==> config.mk <==
export PLATFORM = sky130hd
export DESIGN_NAME = wr_data_packer
export DESIGN_NICKNAME = d
export VERILOG_FILES = /design/src/rtl/wr_data_packer.sv
export SDC_FILE = /design/constraint.sdc
export NUM_CORES = 1
export LEC_CHECK = 0
export BUFFER_PORTS_ARGS = -buffer_cell sky130_fd_sc_hd__buf_2
export CAP_MARGIN = 20
export CORE_MARGIN = 2
export CORE_UTILIZATION = 27
export CTS_CLUSTER_SIZE = 16
export DETAILED_ROUTE_END_ITERATION = 12
export HOLD_SLACK_MARGIN = 0.08
export PLACE_DENSITY = 0.43
export SYNTH_ARGS = -nofsm -noshare
export SYNTH_HDL_FRONTEND = slang
export SYNTH_SLANG_ARGS = --single-unit
==> constraint.sdc <==
create_clock -name wr_clk -period 3.7 [get_ports wr_clk]
set_input_delay 0.74 -clock wr_clk [delete_from_list [all_inputs] [get_ports wr_clk]]
set_output_delay 0.74 -clock wr_clk [all_outputs]
set_load 0.01 [all_outputs]
==> src/rtl/wr_data_packer.sv <==
// -----------------------------------------------------------------------------
// wr_data_packer
//
// Packs a stream of narrow input words into wide words for a write FIFO.
// The first accepted word of a packed word lands in the least significant
// lane.  A full packed word is emitted automatically; a flush request emits
// whatever partial word is in the accumulator, with unfilled lanes zero.
//
// Ports
//   wr_clk     in   single clock, rising edge
//   wr_rst     in   synchronous active-high reset
//   in_en      in   input word offered
//   in_data    in   input word (IN_DATA_WIDTH)
//   in_rdy     out  input word can be accepted this cycle (combinational)
//   flush      in   one-cycle request to emit the partial word
//   flush_done out  one-cycle pulse once a flush request has been serviced
//   pk_en      out  packed word valid (FIFO wr_en)
//   pk_data    out  packed word (OUT_DATA_WIDTH)
//   pk_lanes   out  number of valid lanes in pk_data (1..RATIO)
//   pk_vld     in   downstream FIFO ready
// -----------------------------------------------------------------------------
module wr_data_packer #(
   parameter  int IN_DATA_WIDTH  = 16,
   parameter  int OUT_DATA_WIDTH = 128,
   localparam int RATIO          = OUT_DATA_WIDTH / IN_DATA_WIDTH,
   localparam int CNT_W          = $clog2(RATIO),
   localparam int LANE_W         = CNT_W + 1
) (
   input  logic                      wr_clk,
   input  logic                      wr_rst,
   input  logic                      in_en,
   input  logic [IN_DATA_WIDTH-1:0]  in_data,
   output logic                      in_rdy,
   input  logic                      flush,
   output logic                      flush_done,
   output logic                      pk_en,
   output logic [OUT_DATA_WIDTH-1:0] pk_data,
   output logic [LANE_W-1:0]         pk_lanes,
   input  logic                      pk_vld
);

   localparam logic [CNT_W-1:0]  CNT_MAX    = CNT_W'(RATIO - 1);
   localparam logic [LANE_W-1:0] LANES_FULL = LANE_W'(RATIO);

   logic [OUT_DATA_WIDTH-1:0] acc_p0;
   logic [CNT_W-1:0]          cnt_p0;
   logic                      flush_pend;

   logic                      out_free;
   logic                      accept;
   logic                      last_lane;
   logic [OUT_DATA_WIDTH-1:0] acc_wr;
   logic [CNT_W-1:0]          cnt_wr;

   // Stage 0: accept decision and accumulator lane write
   always_comb begin
      out_free  = !pk_en || pk_vld;
      // Only the word that completes a packed word needs a free output
      // register; earlier lanes can keep filling under backpressure.
      in_rdy    = !wr_rst && !flush_pend && (cnt_p0 != CNT_MAX || out_free);
      accept    = in_en && in_rdy;
      last_lane = accept && (cnt_p0 == CNT_MAX);
      acc_wr    = acc_p0;
      if (accept) begin
         acc_wr[cnt_p0*IN_DATA_WIDTH +: IN_DATA_WIDTH] = in_data;
      end
      cnt_wr    = accept ? cnt_p0 + 1'b1 : cnt_p0;
   end

   // Stage 1: output register, flush sequencing
   always_ff @(posedge wr_clk) begin
      if (wr_rst) begin
         acc_p0     <= '0;
         cnt_p0     <= '0;
         flush_pend <= 1'b0;
         pk_en      <= 1'b0;
         pk_data    <= '0;
         pk_lanes   <= '0;
         flush_done <= 1'b0;
      end else begin
         flush_done <= 1'b0;
         // A load below overrides this so back-to-back words have no bubble.
         if (pk_en && pk_vld) begin
            pk_en <= 1'b0;
         end

         if (flush_pend) begin
            // in_rdy is low while pending, so no accept can race the service.
            if (out_free) begin
               pk_en      <= 1'b1;
               pk_data    <= acc_p0;
               pk_lanes   <= {1'b0, cnt_p0};
               acc_p0     <= '0;
               cnt_p0     <= '0;
               flush_pend <= 1'b0;
               flush_done <= 1'b1;
            end
         end else if (last_lane) begin
            pk_en    <= 1'b1;
            pk_data  <= acc_wr;
            pk_lanes <= LANES_FULL;
            acc_p0   <= '0;
            cnt_p0   <= '0;
            // The same-cycle accept left nothing partial: flush is a no-op.
            if (flush) begin
               flush_done <= 1'b1;
            end
         end else begin
            acc_p0 <= acc_wr;
            cnt_p0 <= cnt_wr;
            if (flush) begin
               if (cnt_wr != '0) begin
                  flush_pend <= 1'b1;
               end else begin
                  flush_done <= 1'b1;
               end
            end
         end
      end
   end

endmodule
==> results.cfg <==
[status]
outcome = completed

[synthesis]
synthSimpleGateAreaFrac_pct = 16.2
synth-main-ff-cell = dfxtp_1
synth_edf_count = 0
synth_cells = 1287
synth_cell_type_count = 61
ys_warn_count = 0
yosysMostFrequentCell = dfxtp_1
seq_area_frac_synth_pct = 47.6
synthTopCellsByCount = dfxtp_1, o21ai_0, nand2_1
async_reset_ff_share_pct = 0
synthTopCellsByArea = dfxtp_1, o21ai_0, nand2_1, a31oi_1, a22o_1
syn_nets = 1313
synth_compound_area_share_pct = 30.0
synthMuxAreaShare_pct = 0.458
synth.largest_area_cell = dfxtp_1
synth-xor-area-share_pct = 0
yosysTopAreaCellShare_pct = 47.6
synth_adder_area_share_pct = 0.559
syn_avg_cell_area_um2 = 8.70
syn-cell-area_mm2 = 0.0112
synth_top_family_by_area = compound AO/OA/AOI/OAI gates
synth_seq_cells = 266

[critical_path]
reg2reg_from = cnt_p0[0]
arrival_ps = 2670
worst-r2r-cell-count = 8
cp_data_required_time_ps = 2960
startpoint_type = flop
path_max_fanout = 13
r2r_setup_slack_ps = 510
r2r-end = acc_p0[124]
worst_setup_path_end_kind = output pin
crit_type = reg2out

[die]
start_util_pct = 27.4
num_io_pins = 156
die-area_mm2 = 0.0431
die_x_um = 208
fp-row-count = 74
dieHeight_um = 208
design.core.area_mm2 = 0.0409

[sta]
hold_violations = 0
setup_tns_ps = 0
rsz0062_at_grt = false
worst_slew_pin_slew_ps = 959
fin_crit_ps = 3410
fin_skew_ps = 12.4
max_slew_margin_pct = 36.0
fin_crit_sh_pct = 92.1
slew_viol_final = 0
setup_viol = 0
fmax_mhz = 293

[power]
power_density_mw_per_mm2 = 503
peakVddDrop_mv = 0.250
leakage_nw = 5.09
power_mw = 6.73

[global_routing]
grt_pass1_wl_um = 69300
track_usage_pct = 20.6
antenna_found_initial = 2
grt_pass1_vias = 10300
overflow = 0
grt_max_degree = 92

[routing]
wirelength_um = 46100
post_drt_wl_per_cell_um = 23.7
final_antenna_net_count = 0
viasPerCell = 5.49
drt-initial-drc-count = 847
vias = 10700
dr.pass1.iters = 5
drc = 0

[final_layout]
n_fill_cell = 4367
num_antenna_cells = 0
finalNetCount = 1413
drive_gt1_share_pct = 19.6
area_delta_synth_final_pct = 19.6

[place]
routabilityCongestion = 0.875
hpwl_um = 29400
numPortBuffers = 155

[worst_hold_path]
hold_end = pk_data[120]
hp-class = reg2reg
hp-start = pk_data[120]
hold-path-cell-count = 2

[cts]
path_clk_slew_ps = 70
cts_tree = built
htree_levels = 1
clockBufferDepth = 3
numClockSinks = 266
cts-root-buf = clkbuf_16
post_cts_resized = 0
hold_buffers = 0
insertion_delay_ps = 560
cts_made_buffers = 31
cts_setup_buffers = 0

[run]
max_cap_violations = 0
layout make-up:
type | instances | area, um2 | area share [%]
flip-flops and latches | 266 | 5330 | 39.8
inverters | 5 | 21.3 | 0.159
clock inverters | 5 | 75.1 | 0.560
multi-input cells | 889 | 5310 | 39.7
clock buffers | 51 | 901 | 6.73
well taps | 532 | 666 | 4.97
repair buffers | 194 | 1090 | 8.16
per-layer routing:
metal	global-route usage, %	vias to the layer above	wire [um]	share of wire [%]
li1	-	4996	-	-
met4	3.79	2	712	1.5
met3	2.90	53	2270	4.9
met2	32.3	317	20800	45
met5	0	-	13	0.028
met1	30.2	5287	22300	48
where the power goes:
part / switching [mW] / internal [mW]
clock network: 1.24 / 1.78
logic: 0.491 / 0.195
registers: 0.0701 / 2.96
cell usage in the layout (no fill, tap or decap), drive strengths merged, types with 6 or more instances in the layout:
| master | n |
|---|---|
| dfxtp | 266 |
| buf | 194 |
| o21ai | 183 |
| nand2 | 164 |
| nand3 | 99 |
| a31oi | 95 |
| a21oi | 73 |
| a22o | 67 |
| clkbuf | 51 |
| nor2 | 43 |
| o2bb2ai | 26 |
| a32o | 19 |
| a221oi | 15 |
| o221ai | 15 |
| nor2b | 13 |
| nor3 | 12 |
| nor3b | 7 |
| and3 | 6 |
| o31ai | 6 |
| nand4 | 6 |
per-stage QoR:
step                hold slack [ps]  util, %  cell area (um2)  cells  setup slack [ps]
finish                          463     32.7            13400   1942               291
global route                    486     32.7            13400   1942               152
CTS                             467     32.7            13400   1942               346
detailed placement              444     30.3            12400   1886               593
global placement                452     30.3            12400   1886               584
floorplan                       432        -            11200   1287              1080
flip-flops by register name, summed over array words and instances, names as in the netlist:
| name | count |
|---|---|
| pk_data | 128 |
| flush_done | 1 |
| pk_lanes | 4 |
| acc_p0 | 128 |
| flush_pend | 1 |
| cnt_p0 | 3 |
| pk_en | 1 |
critical path: stages, from the launching register on:
cell and delay (ps):
dfxtp_1 490, ha_1 200, ha_1 290, nand3b_1 530
and2_1 430, buf_2 160
how the worst max path moves through the flow:
| stage | start | endpoint | depth (start not counted) |
|---|---|---|---|
| global placement | cnt_p0[0] | acc_p0[119] | 8 |
| finish | cnt_p0[0] | in_rdy | 5 |
| floorplan | cnt_p0[0] | acc_p0[119] | 10 |
| detailed placement | cnt_p0[0] | acc_p0[122] | 8 |
| global route | cnt_p0[0] | in_rdy | 5 |
| CTS | cnt_p0[0] | in_rdy | 5 |
cells by family after synthesis:
logic type,after synthesis
mux,5
simple gates,363
fa+ha+maj,5
buf+inv,132
compound gates,516
flops,266
Note: power is estimated with default switching activity, not from simulation.
